`config.mk`:
```
export PLATFORM = sky130hd
export DESIGN_NAME = float_to_fixed_pipe
export DESIGN_NICKNAME = d
export VERILOG_FILES = /design/src/rtl/float_to_fixed_pipe.sv
export SDC_FILE = /design/constraint.sdc
export NUM_CORES = 1
export LEC_CHECK = 0
export BUFFER_PORTS_ARGS = -buffer_cell sky130_fd_sc_hd__buf_2
export CELL_PAD_IN_SITES_DETAIL_PLACEMENT = 1
export CELL_PAD_IN_SITES_GLOBAL_PLACEMENT = 2
export CORE_MARGIN = 2
export CORE_UTILIZATION = 28
export DETAILED_ROUTE_END_ITERATION = 10
export GPL_ROUTABILITY_DRIVEN = 0
export PLACE_DENSITY = 0.7
export REMOVE_ABC_BUFFERS = 1
export SLEW_MARGIN = 5
export SYNTH_ARGS = -nofsm -noshare
export SYNTH_HDL_FRONTEND = slang
export SYNTH_SLANG_ARGS = --single-unit
```
`constraint.sdc`:
```
create_clock -name clk -period 7.9 [get_ports clk]
set_input_delay 0.79 -clock clk [delete_from_list [all_inputs] [get_ports clk]]
set_output_delay 0.79 -clock clk [all_outputs]
set_load 0.05 [all_outputs]
```
`src/rtl/float_to_fixed_pipe.sv`:
```
// IEEE-754 float/double to signed fixed-point {INT_WID.FRA_WID} converter.
// Four enabled stages: unpack/classify, coarse shift, fine shift + round, negate/saturate.
module float_to_fixed_pipe #(
    parameter string FLOAT_FMT = "float",
    parameter int    INT_WID   = 16,
    parameter int    FRA_WID   = 16,
    localparam int   FLOAT_WID = (FLOAT_FMT == "double") ? 64 : 32
) (
    input  logic                 clk,
    input  logic                 rstn,
    input  logic                 clk_en,
    input  logic                 in_valid,
    input  logic [FLOAT_WID-1:0] float_val,
    output logic                 out_valid,
    output logic [INT_WID-1:0]   fixed_integer,
    output logic [FRA_WID-1:0]   fixed_fraction,
    output logic                 ovf
);
    localparam int EXP_W = (FLOAT_WID == 64) ? 11 : 8;
    localparam int MAN_W = FLOAT_WID - EXP_W - 1;
    localparam int BIAS  = (1 << (EXP_W - 1)) - 1;
    localparam int TOT   = INT_WID + FRA_WID;
    localparam int EW    = TOT + 1 + MAN_W;
    localparam int LB    = 3;
    localparam int SW    = ($clog2(TOT + 1) > LB) ? $clog2(TOT + 1) : LB + 1;
    localparam int P_OFS = BIAS - FRA_WID - 1;
    localparam logic [TOT-1:0] MAX_P = {1'b0, {(TOT-1){1'b1}}};
    localparam logic [TOT-1:0] MIN_N = {1'b1, {(TOT-1){1'b0}}};

    // Stage 1: unpack and classify (subnormals are treated as zero)
    logic [EXP_W-1:0] w1_exp;
    logic [MAN_W-1:0] w1_frac;
    assign w1_exp  = float_val[FLOAT_WID-2 -: EXP_W];
    assign w1_frac = float_val[MAN_W-1:0];

    logic             r1_v, r1_sign, r1_zero, r1_inf, r1_nan;
    logic [EXP_W-1:0] r1_exp;
    logic [MAN_W:0]   r1_mant;

    always_ff @(posedge clk or negedge rstn) begin
        if (!rstn) begin
            r1_v    <= 1'b0;
            r1_sign <= 1'b0;
            r1_zero <= 1'b0;
            r1_inf  <= 1'b0;
            r1_nan  <= 1'b0;
            r1_exp  <= '0;
            r1_mant <= '0;
        end else if (clk_en) begin
            r1_v    <= in_valid;
            r1_sign <= float_val[FLOAT_WID-1];
            r1_zero <= (w1_exp == '0);
            r1_inf  <= (w1_exp == '1) && (w1_frac == '0);
            r1_nan  <= (w1_exp == '1) && (w1_frac != '0);
            r1_exp  <= w1_exp;
            r1_mant <= {(w1_exp != '0), w1_frac};
        end
    end

    // Stage 2: w2_p is the bit index of the hidden bit in a word whose LSB is
    // the rounding bit (weight 2^-(FRA_WID+1)); out-of-range indices bypass the shifter.
    logic signed [31:0] w2_p;
    logic               w2_small, w2_big;
    logic [SW-1:0]      w2_s;
    logic [EW-1:0]      w2_ext;

    always_comb begin
        w2_p     = signed'(32'(r1_exp)) - P_OFS;
        w2_small = r1_zero || (w2_p < 0);
        w2_big   = r1_inf || (w2_p > TOT);
        w2_s     = (w2_small || w2_big) ? '0 : w2_p[SW-1:0];
        w2_ext   = {{(EW-MAN_W-1){1'b0}}, r1_mant};
    end

    logic          r2_v, r2_sign, r2_zero, r2_sat, r2_nan;
    logic [EW-1:0] r2_vec;
    logic [LB-1:0] r2_fine;

    always_ff @(posedge clk or negedge rstn) begin
        if (!rstn) begin
            r2_v    <= 1'b0;
            r2_sign <= 1'b0;
            r2_zero <= 1'b0;
            r2_sat  <= 1'b0;
            r2_nan  <= 1'b0;
            r2_vec  <= '0;
            r2_fine <= '0;
        end else if (clk_en) begin
            r2_v    <= r1_v;
            r2_sign <= r1_sign;
            r2_zero <= w2_small && !w2_big && !r1_nan;
            r2_sat  <= w2_big;
            r2_nan  <= r1_nan;
            r2_vec  <= w2_ext << {w2_s[SW-1:LB], {LB{1'b0}}};
            r2_fine <= w2_s[LB-1:0];
        end
    end

    // Stage 3: fine shift, then ties-away rounding on the magnitude via the half bit
    logic [TOT:0] w3_win, w3_mag;

    always_comb begin
        w3_win = (TOT+1)'((r2_vec << r2_fine) >> MAN_W);
        w3_mag = {1'b0, w3_win[TOT:1]} + (TOT+1)'(w3_win[0]);
    end

    logic         r3_v, r3_sign, r3_sat, r3_nan;
    logic [TOT:0] r3_mag;

    always_ff @(posedge clk or negedge rstn) begin
        if (!rstn) begin
            r3_v    <= 1'b0;
            r3_sign <= 1'b0;
            r3_sat  <= 1'b0;
            r3_nan  <= 1'b0;
            r3_mag  <= '0;
        end else if (clk_en) begin
            r3_v    <= r2_v;
            r3_sign <= r2_sign;
            r3_sat  <= r2_sat;
            r3_nan  <= r2_nan;
            r3_mag  <= r2_zero ? '0 : w3_mag;
        end
    end

    // Stage 4: negate and saturate; NaN dominates regardless of sign
    logic [TOT-1:0] w4_word;
    logic           w4_ovf;

    always_comb begin
        w4_word = r3_mag[TOT-1:0];
        w4_ovf  = 1'b0;
        if (r3_nan) begin
            w4_word = MAX_P;
            w4_ovf  = 1'b1;
        end else if (r3_sat) begin
            w4_word = r3_sign ? MIN_N : MAX_P;
            w4_ovf  = 1'b1;
        end else if (r3_sign) begin
            if (r3_mag > {1'b0, MIN_N}) begin
                w4_word = MIN_N;
                w4_ovf  = 1'b1;
            end else begin
                w4_word = '0 - r3_mag[TOT-1:0];
            end
        end else if (r3_mag > {1'b0, MAX_P}) begin
            w4_word = MAX_P;
            w4_ovf  = 1'b1;
        end
    end

    always_ff @(posedge clk or negedge rstn) begin
        if (!rstn) begin
            out_valid      <= 1'b0;
            fixed_integer  <= '0;
            fixed_fraction <= '0;
            ovf            <= 1'b0;
        end else if (clk_en) begin
            out_valid                       <= r3_v;
            {fixed_integer, fixed_fraction} <= w4_word;
            ovf                             <= w4_ovf;
        end
    end

endmodule
```
==> metrics.txt, run 1 <==
number of DRC markers in iteration 0=between 400 and 500; setup TNS=0 ns; Filler cells=4113; final WL=about 32 mm; worst path cell trace=buf_4, mux2i_1, nand2_1, o21ai_0, mux2i_1, ha_1, nor2b_1, a32oi_1, or4_1, or4_4, or4_1, a32o_1; HPWL Detailed=23.3 mm; Mapped Area=0.0100 mm2; global route overflow=0; ANT nets after route=0; clock latency at the later pin of the worst-skew pair=0.44 ns; CTS Buf Count=17; largest area contributor in the netlist=dfrtp_1; cts repair resizes=0; placed cells=~1500; CTS max path bufs=2; Crit-path slowest cell=or4_1; clock tree sinks=between 150 and 200; Reg clk slew, reported paths=roughly 0.07 ns; distinct cell type count after synthesis=76; #FFs+latches synth=156; Avg WL per Cell=around 20 um; Rows=69; register area share after synthesis=39.0%; Worst Path Max Fanout=50; Core ar.=approximately 0.035 mm2; CTS tree=yes; clk_skew=0.00879 ns; fraction of layout cells with a size suffix above 1=a little under a fifth; CP required=approximately 8.2 ns; max_slew headroom=between 20% and 30%; Post-CTS Setup Bufs=0; CP Data Arrival Time=between 4 and 5 ns; Top FF cell, synth=dfrtp_1; Initial Util=roughly 28%; syn avg cell area=9.59 um2; Total Power=~2.6 mW; non-filler cells, final=around 1500; IO Pins=70; Inserted Diodes=0; Largest stage delay, worst path=about 0.7 ns; DP Worst Slack=about 3.8 ns; CTS Root Cell=clkbuf_16; Die Wd=~190 um; DR vias=8538; asr flop ratio synth=100%; synth top area cells=dfrtp_1 (39%), mux2i_1 (6.8%), mux2_2 (5.2%); pins over their slew limit=0; Hold Crit Class=in2async; drt via density=roughly 5.5; vias in the first global route=8598; Final #Nets=1116; status=complete, no violations; hold buffer count at cts=0; Final Hold Viols=0; Crit Path Class=reg2reg; GRT Util Overall=17.5%; # H-tree levels=4; die boundary height=193 um; Power Dens Cells=around 230 mW/mm2; DRC=0; Max Cap Violations=0; CP Capture Type=flop; PortBufs=69; iteration count of the initial detailed-routing pass=4; cells after synthesis=between 1000 and 1500; Worst-Margin Slew=between 1 and 1.5 ns; Worst VDD drop=between 0.00015 and 0.0002 V; YS warnings=0; FMAX=0.244 GHz; pin count of the biggest net entering global routing=63; final worst slack=3.79 ns; Critical Path Start Type=flop; unrepaired setup endpoints after global routing=false; top cell type's share of synthesized area=39.0%; Leak=around 4.5 nW; number of enable flip-flop cells after synthesis=0; post-route minimum period=between 4 and 5 ns; Setup Viol. Count Final=0; Tcrit/Tclk final=about half; initial antenna violation count=0; first-pass GRT wire length=about 51 mm; die area=about 0.037 mm2; Area Overhead vs Synth=12.4%
sequential cells by signal, summed over array words and instances (netlist names), 3 cells and up:
name	flops
r1_exp	8
r3_mag	33
r2_vec	40
fixed_integer	16
r2_fine	3
r1_mant	24
fixed_fraction	16
metal layers:
metal	share of wire (%)	wire, um	up-vias	track usage, %
met1	49	15400	4352	24.3
met2	48	15000	135	28.8
met4	0.93	295	0	4.02
met3	2.8	889	21	2.53
li1	-	-	4030	-
met5	0	0	-	0
critical path, delay by kind of cell (launching register included):
family / cells / cell delay (ns)
simple gates: 5 / 1.95
compound gates: 3 / 0.57
buf+inv: 1 / 0.48
mux: 2 / 0.39
flops: 1 / 0.34
fa+ha+maj: 1 / 0.22
stage by stage:
| stage | hold slack, ns | utilization [%] | area (um2) |
|---|---|---|---|
| 6_report | 0.305 | 31.8 | 11300 |
| 5_1_grt | 0.326 | 31.8 | 11300 |
| 4_1_cts | 0.303 | 31.8 | 11300 |
| 3_5_place_dp | 0.468 | 30.2 | 10700 |
| 3_3_place_gp | 0.457 | 30.2 | 10700 |
| 2_1_floorplan | 0.446 | - | 9620 |
path summary, 6_finish.rpt:
check | startpoint | endpoint | slack [ns] | depth (start not counted)
worst min register to register | fixed_fraction[14] | fixed_fraction[14] | 0.47 | 1
worst max register to register | r2_fine[2] | r3_mag[25] | 3.79 | 12
worst min-delay path | rstn | r1_sign | 0.30 | 1
worst max-delay path | r2_fine[2] | r3_mag[25] | 3.79 | 12
max in group asynchronous | rstn | r2_fine[1] | 6.33 | 2
min in group clk | fixed_fraction[14] | fixed_fraction[14] | 0.47 | 1
cell usage after synthesis (14+ instances only):
master and n:
dfrtp_1 156, nand2_1 85, o21ai_0 82, mux2i_1 68, nor2_1 67, clkbuf_1 47, mux2_2 46, a21oi_1 44
inv_1 38, nor3_1 25, nand3_1 22, o2bb2ai_1 22, nor4_1 19, a221o_1 17, nand4_1 16, a22o_1 14
a31oi_1 14
cells by family after synthesis:
group                      share of synthesized area (%)
AOI/OAI and AO/OA                                   21.5
xor gates and xnor gates                            1.84
adders and majority gates                          0.624
buffers and inverters                               5.52
DFF                                                 39.0
muxes                                               15.9
and+or+nand+nor                                     15.6
where the power goes:
group	leakage [nW]	switching [mW]	internal [mW]	total, mW
combinational	2.29	0.561	0.268	0.829
sequential	1.98	0.0982	0.897	0.995
clock	0.271	0.361	0.447	0.809
layout make-up:
class / count / area [um2] / share of cell area (%)
clock inverter: 14 / 131 / 1.17
tap: 461 / 577 / 5.12
sequential: 156 / 3910 / 34.7
multi-input combinational: 773 / 5570 / 49.4
clock buffer: 18 / 439 / 3.90
inverter: 40 / 150 / 1.33
timing repair buffer: 87 / 489 / 4.34
layout by cell type (no fill, tap or decap), types with 17 or more instances in the layout:
master	netlist	final
nand2_1	85	85
nor3_1	25	25
o21ai_0	82	82
o2bb2ai_1	22	22
a221o_1	17	17
mux2i_1	68	68
buf_4	3	19
mux2_2	46	46
a21oi_1	44	44
buf_2	10	67
inv_1	38	38
nor4_1	19	19
nand3_1	22	22
nor2_1	67	67
clkbuf_16	0	17
dfrtp_1	156	154
Note: power is estimated with default switching activity, not from simulation.
==> inputs of run 2 (changes only) <==
--- a/config.mk
+++ b/config.mk
@@ -12,7 +12,7 @@
 export CORE_UTILIZATION = 28
 export DETAILED_ROUTE_END_ITERATION = 10
 export GPL_ROUTABILITY_DRIVEN = 0
-export PLACE_DENSITY = 0.7
+export PLACE_DENSITY = 0.72
 export REMOVE_ABC_BUFFERS = 1
 export SLEW_MARGIN = 5
 export SYNTH_ARGS = -nofsm -noshare
==> constraint.sdc (replaced) <==
create_clock -name clk -period 3.4 [get_ports clk]
set_input_delay 0.34 -clock clk [delete_from_list [all_inputs] [get_ports clk]]
set_output_delay 0.34 -clock clk [all_outputs]
set_load 0.05 [all_outputs]
==> run 2 against run 1 <==
Effect of this change:
- fmax grew 27%
- non-clock buffer count grew 44
- largest cell class unchanged
- first-iteration DRC count shrank 10%
==> metrics.txt, run 2 (synthesized netlist as in run 1, its figures left out) <==
status=complete, no violations; most used cell, CP=mux2i_1; CP required=3.77 ns (-4.45 ns); Crit-path slowest cell=or4_1; CP bufs+invs=2 (+1); Avg WL per Cell=20.7 um (+1.8%); worst path cell trace=buf_4, mux2i_1, mux2i_1, mux2i_1, buf_4, or4_1, or2_1, or4_1, o221ai_1; Initial Util=28.3% (unchanged); Area Overhead vs Synth=16.6%; PortBufs=69 (unchanged); Reg clk slew, reported paths=0.07 ns (about the same); pins over their slew limit=0 (unchanged); final WL=33.0 mm (+4.7%); setup slack, reg-to-reg=0.17 ns (-3.62 ns); pin count of the biggest net entering global routing=58 (-7.9%); Largest stage delay, worst path=0.55 ns (-0.13 ns); Hold Crit Class=in2reg; FMAX=0.310 GHz (+27%); commonest non-fill, non-tap cells in the layout=dfrtp_1 (154), nand2_1 (85), o21ai_0 (80); M3 GR Usage=2.77% (+0.24 points); post-route minimum period=3.23 ns (-0.876 ns); Crit Path Class=reg2reg; r2r endpoint=r3_mag[30]; initial antenna violation count=0 (unchanged); CTS tree=yes; Setup Viol. Count Final=0 (unchanged); Rows=69 (unchanged); fraction of layout cells with a size suffix above 1=21.6% (+3.3 points); clock latency at the later pin of the worst-skew pair=0.45 ns (about the same); max FFs per register=40 (unchanged); max_slew headroom=54.6% (+25 points); Critical Path Start Type=flop; Max Cap Violations=0 (unchanged); DR vias=8717 (+2.1%); vias in the first global route=9025 (+5.0%); cells on worst reg2reg path=9 (-3); Hold Slack=0.118 ns (-0.187 ns); reg2reg start=r2_fine[1]; CP startpoint=r2_fine[1]; Final Hold Viols=0 (unchanged); final worst slack=0.169 ns (-3.62 ns); Tcrit/Tclk final=95.0% (+43 points); number of DRC markers in iteration 0=425 (-10%); Inserted Diodes=0 (unchanged); Core ar.=0.0354 mm2 (unchanged); Worst VDD drop=0.000389 V (+130%); met2 usage=31.1% (+2.2 points); met1 global-route usage=24.6% (+0.33 points); iteration count of the initial detailed-routing pass=5 (+1); Worst Path Max Fanout=10 (-80%); clk_skew=0.0118 ns (+0.00302 ns); Filler cells=4090 (-0.56%); delay-heaviest family, CP=simple AND/OR/NAND/NOR gates; most common cell after layout, fill and taps aside=dfrtp_1; unrepaired setup endpoints after global routing=true; CP Capture Type=flop; GRT Util Overall=18.4% (+0.92 points); ANT nets after route=0 (unchanged); die boundary height=193 um (unchanged); Power Dens Cells=544 mW/mm2 (+130%); CTS Root Cell=clkbuf_16; first-pass GRT wire length=53.4 mm (+4.7%); CP Data Arrival Time=3.60 ns (-0.83 ns); drt via density=5.47 (-0.72%); biggest registers after layout=r2_vec: 40 flops, r3_mag: 33 flops, r1_mant: 24 flops; DP Worst Slack=0.0511 ns (-3.79 ns); CP Depth=9 (-3); IO Pins=70 (unchanged); # H-tree levels=4 (unchanged); DRC=0 (unchanged); most heavily used metal layer in global routing=met2; die area=0.0373 mm2 (unchanged); crit path to=r3_mag[30]; Die Wd=193 um (unchanged); clock tree sinks=156 (unchanged); Worst-Margin Slew=0.678 ns (-0.365 ns); global route overflow=0 (unchanged); Final #Nets=1160 (+3.9%); Top reg by flops=r2_vec; Leak=4.78 nW (+5.4%); CTS max path bufs=2 (unchanged); CTS Buf Count=17 (unchanged); HPWL Detailed=24.9 mm (+6.8%)
-- run 2: layout make-up --
class | instances | area, um2 | area share (%)
clock buffer | 19 | 433 | 3.71
clock inverter | 13 | 164 | 1.40
inverter | 40 | 150 | 1.29
multi-input combinational | 773 | 5590 | 47.8
sequential | 156 | 3910 | 33.4
tap | 461 | 577 | 4.94
timing repair buffer | 131 | 863 | 7.39
-- run 2: worst min-delay path by stage --
stage / startpoint / end / slack [ns] / depth (start not counted)
floorplan: rstn / fixed_fraction[0] / 0.04 / 0
global placement: rstn / fixed_fraction[7] / 0.34 / 1
detailed placement: rstn / fixed_fraction[7] / 0.34 / 1
CTS: in_valid / r1_v / 0.1 / 2
global route: in_valid / r1_v / 0.1 / 2
finish: in_valid / r1_v / 0.12 / 2
-- run 2: layer usage --
layer	part of all wire [%]	routed length, um
met3	2.5	811
met4	1.6	535
met1	47	15700
met5	0	0
met2	48	16000
-- run 2: through the flow --
stage	TNS (ns)	cell area (um2)	total power, mW	instances	util, %
3_3_place_gp	0	11000	4.35	1559	31.2
6_report	0	11700	6.35	1593	33.0
2_1_floorplan	-27.34	9620	3.64	969	-
3_5_place_dp	0	11000	4.38	1559	31.2
4_1_cts	0	11600	6.40	1592	32.9
5_1_grt	-0.0218	11700	6.71	1593	33.0
-- run 2: timing repair --
item                       CTS  global route
hold endpoints to repair    54             0
setup buffers                0             1
gates resized for setup      0             7
hold buffers                 1             0
setup endpoints to repair    0            14
-- run 2: report_power, final --
part	total, mW	internal (mW)	switching, mW
clock	2.00	1.16	0.838
sequential	2.31	2.09	0.226
combinational	2.04	0.694	1.35
total	6.35	3.94	2.41
==> inputs of run 3 (changes only) <==
--- a/config.mk
+++ b/config.mk
@@ -8,13 +8,14 @@
 export BUFFER_PORTS_ARGS = -buffer_cell sky130_fd_sc_hd__buf_2
 export CELL_PAD_IN_SITES_DETAIL_PLACEMENT = 1
 export CELL_PAD_IN_SITES_GLOBAL_PLACEMENT = 2
+export CORE_ASPECT_RATIO = 1.75
 export CORE_MARGIN = 2
 export CORE_UTILIZATION = 28
 export DETAILED_ROUTE_END_ITERATION = 10
 export GPL_ROUTABILITY_DRIVEN = 0
 export PLACE_DENSITY = 0.72
 export REMOVE_ABC_BUFFERS = 1
-export SLEW_MARGIN = 5
+export SLEW_MARGIN = 20
 export SYNTH_ARGS = -nofsm -noshare
 export SYNTH_HDL_FRONTEND = slang
 export SYNTH_SLANG_ARGS = --single-unit
==> run 3 against run 2 <==
Effect of this change:
- final area is 1.7% higher
- worst hold slack got worse by 0.0014 ns
- flip-flop and latch count is the same
- clock skew is 0.0022 ns higher
- sequential power about the same
- final cell count increased by 1.0%
- largest power group unchanged
- sequential share of layout area down 0.57 points
- critical path depth increased by 2
- critical path type unchanged
- highest routed layer unchanged
- core utilization increased by 0.67 points
==> metrics.txt, run 3 (synthesized netlist as in run 1, its figures left out) <==
most common cell after layout, fill and taps aside=dfrtp_1; fraction of layout cells with a size suffix above 1=22.6% (+1.0 points); Core ar.=0.0353 mm2 (-0.28%); clock tree sinks=156 (unchanged); iteration count of the initial detailed-routing pass=4 (-1); critical hold path startpoint=in_valid; Reg power frac=35.1% (-1.3 points); unrepaired setup endpoints after global routing=false; cells on worst reg2reg path=11 (+2); Worst VDD drop=0.000339 V (-13%); commonest non-fill, non-tap cells in the layout=dfrtp_1 (154), nand2_1 (85), o21ai_0 (81); placed cells=1574 (+0.96%); ANT nets after route=0 (unchanged); Leak=4.88 nW (+2.1%); max_slew headroom=49.5% (-5.1 points); HPWL Detailed=26.3 mm (+5.9%); CP required=3.74 ns (-0.03 ns); r2r endpoint=r3_mag[17]; Crit Path Class=reg2reg; WHS Endpoint=r1_v; Crit-path slowest cell=dfrtp_2; non-filler cells, final=1609 (+1.0%); max FFs per register=40 (unchanged); Avg WL per Cell=21.1 um (+1.7%); Final Hold Viols=0 (unchanged); FMAX=0.305 GHz (-1.3%); die area=0.0374 mm2 (+0.16%); final worst slack=0.125 ns (-0.0439 ns); Setup Viol. Count Final=0 (unchanged); Placed Area=0.0112 mm2 (+1.0%); Comb power frac=31.2% (-0.9 points); Die Wd=147 um (-24%); worst path cell trace=mux2_2, o21ai_0, mux2i_1, ha_2, nor2b_1, a32oi_1, or4_4, buf_4, or3_4, or3_1, a32o_1; status=complete, no violations; Worst Hold Depth=2 (unchanged); CTS Root Cell=clkbuf_16; reg2reg start=r2_fine[2]; Inserted Diodes=0 (unchanged); first-pass GRT wire length=54.1 mm (+1.4%); vias in the first global route=9406 (+4.2%); switching power=2.41 mW (about the same); Clock power frac=33.6% (+2.2 points); CTS max path bufs=2 (unchanged); CTS Buf Count=17 (unchanged); pins over their slew limit=0 (unchanged); clk_skew=0.0140 ns (+0.00220 ns); Max Cap Violations=0 (unchanged); CP Data Arrival Time=3.62 ns (+0.02 ns); CTS tree=yes; delay-heaviest family, CP=simple AND/OR/NAND/NOR gates; Largest stage delay, worst path=0.47 ns (-0.08 ns); Hold Crit Class=in2reg; DP Worst Slack=0.0171 ns (-0.0340 ns); Worst Path Max Fanout=10 (unchanged); drt via density=5.47 (about the same); DR vias=8799 (+0.94%); Reg clk slew, reported paths=0.06 ns (about the same); Critical Path Start Type=flop; Tcrit/Tclk final=96.3% (+1.3 points); global route overflow=0 (unchanged); CP bufs+invs=1 (-1); Final #Nets=1172 (+1.0%); die boundary height=254 um (+32%); Area Overhead vs Synth=18.6%; # H-tree levels=4 (unchanged); pin count of the biggest net entering global routing=103 (+78%); post-route minimum period=3.27 ns (+0.0439 ns); Reg area=0.00391 mm2 (unchanged); Multi-input gate area=0.00559 mm2 (unchanged); Worst-Margin Slew=0.757 ns (+0.0793 ns); setup slack, reg-to-reg=0.13 ns (-0.04 ns); Rows=91 (+32%); Filler cells=4094 (+0.098%); GRT Util Overall=18.6% (+0.16 points); final WL=34.0 mm (+2.8%); sw frac=36.5% (-1.4 points); CP Capture Type=flop; Power Dens Cells=555 mW/mm2 (+2.1%); DRC=0 (unchanged); biggest registers after layout=r2_vec: 40 flops, r3_mag: 33 flops, r1_mant: 24 flops; clock latency at the later pin of the worst-skew pair=0.46 ns (about the same); initial antenna violation count=0 (unchanged); IO Pins=70 (unchanged); Int Pwr=4.18 mW (+6.3%); Top reg by flops=r2_vec; number of DRC markers in iteration 0=344 (-19%); Initial Util=28.4% (+0.080 points); cell area after layout=0.0119 mm2 (+1.7%); PortBufs=69 (unchanged)
[run 3: layer usage]
metal / GRT usage [%] / part of all wire (%)
met1: 19.2 / 38
met2: 36.8 / 56
met3: 2.34 / 1.8
met4: 8.65 / 3.9
met5: 0 / 0
[run 3: cell type report]
cell class                      instances  area share, %
Clock buffer                           18           3.70
Clock inverter                         14           2.02
Inverter                               40           1.26
Multi-Input combinational cell        773           47.0
Sequential cell                       156           32.9
Tap cell                              465           4.90
Timing Repair Buffer                  143           8.23
[run 3: worst max-delay path by stage]
| stage | from | endpoint | slack (ns) | depth (start not counted) |
|---|---|---|---|---|
| after floorplan | r2_fine[1] | r3_mag[25] | -1.56 | 11 |
| after global placement | r2_fine[2] | r3_mag[17] | 0.12 | 11 |
| after detailed placement | r2_fine[2] | r3_mag[17] | 0.02 | 12 |
| after CTS | r2_fine[2] | r3_mag[17] | 0.01 | 12 |
| after global routing | r2_fine[2] | r3_mag[17] | 0.0003 | 12 |
| final | r2_fine[2] | r3_mag[17] | 0.13 | 11 |
[run 3: through the flow]
stage | utilization [%] | TNS [ns] | hold WS (ns) | total power [mW]
3_5_place_dp | 31.6 | 0 | 0.441 | 4.41
2_1_floorplan | - | -27.34 | 0.0444 | 3.64
5_1_grt | 33.7 | 0 | 0.110 | 6.92
3_3_place_gp | 31.6 | 0 | 0.429 | 4.38
4_1_cts | 33.6 | 0 | 0.0926 | 6.65
6_report | 33.7 | 0 | 0.116 | 6.59
[run 3: worst reg2reg max path, cell delays in order (launching register included)]
cell     delay, ns
dfrtp_2       0.47
mux2_2        0.25
o21ai_0       0.11
mux2i_1       0.19
ha_2          0.23
nor2b_1       0.13
a32oi_1       0.13
or4_4         0.45
buf_4         0.19
or3_4         0.38
or3_1         0.38
a32o_1        0.25
[run 3: timing repair]
action	4_1_cts	5_1_grt
hold buffers	1	0
gates resized for setup	0	7
endpoints found under the hold margin	71	0
buffers inserted	0	2
setup endpoints to repair	0	8
[run 3: power groups by stage]
stage | Combinational, mW | Sequential [mW] | Clock [mW]
3_3_place_gp | 2.04 | 2.34 | 0
4_1_cts | 2.07 | 2.32 | 2.26
2_1_floorplan | 0.906 | 2.73 | 0
6_report | 2.06 | 2.32 | 2.22
3_5_place_dp | 2.06 | 2.35 | 0
5_1_grt | 2.23 | 2.35 | 2.34
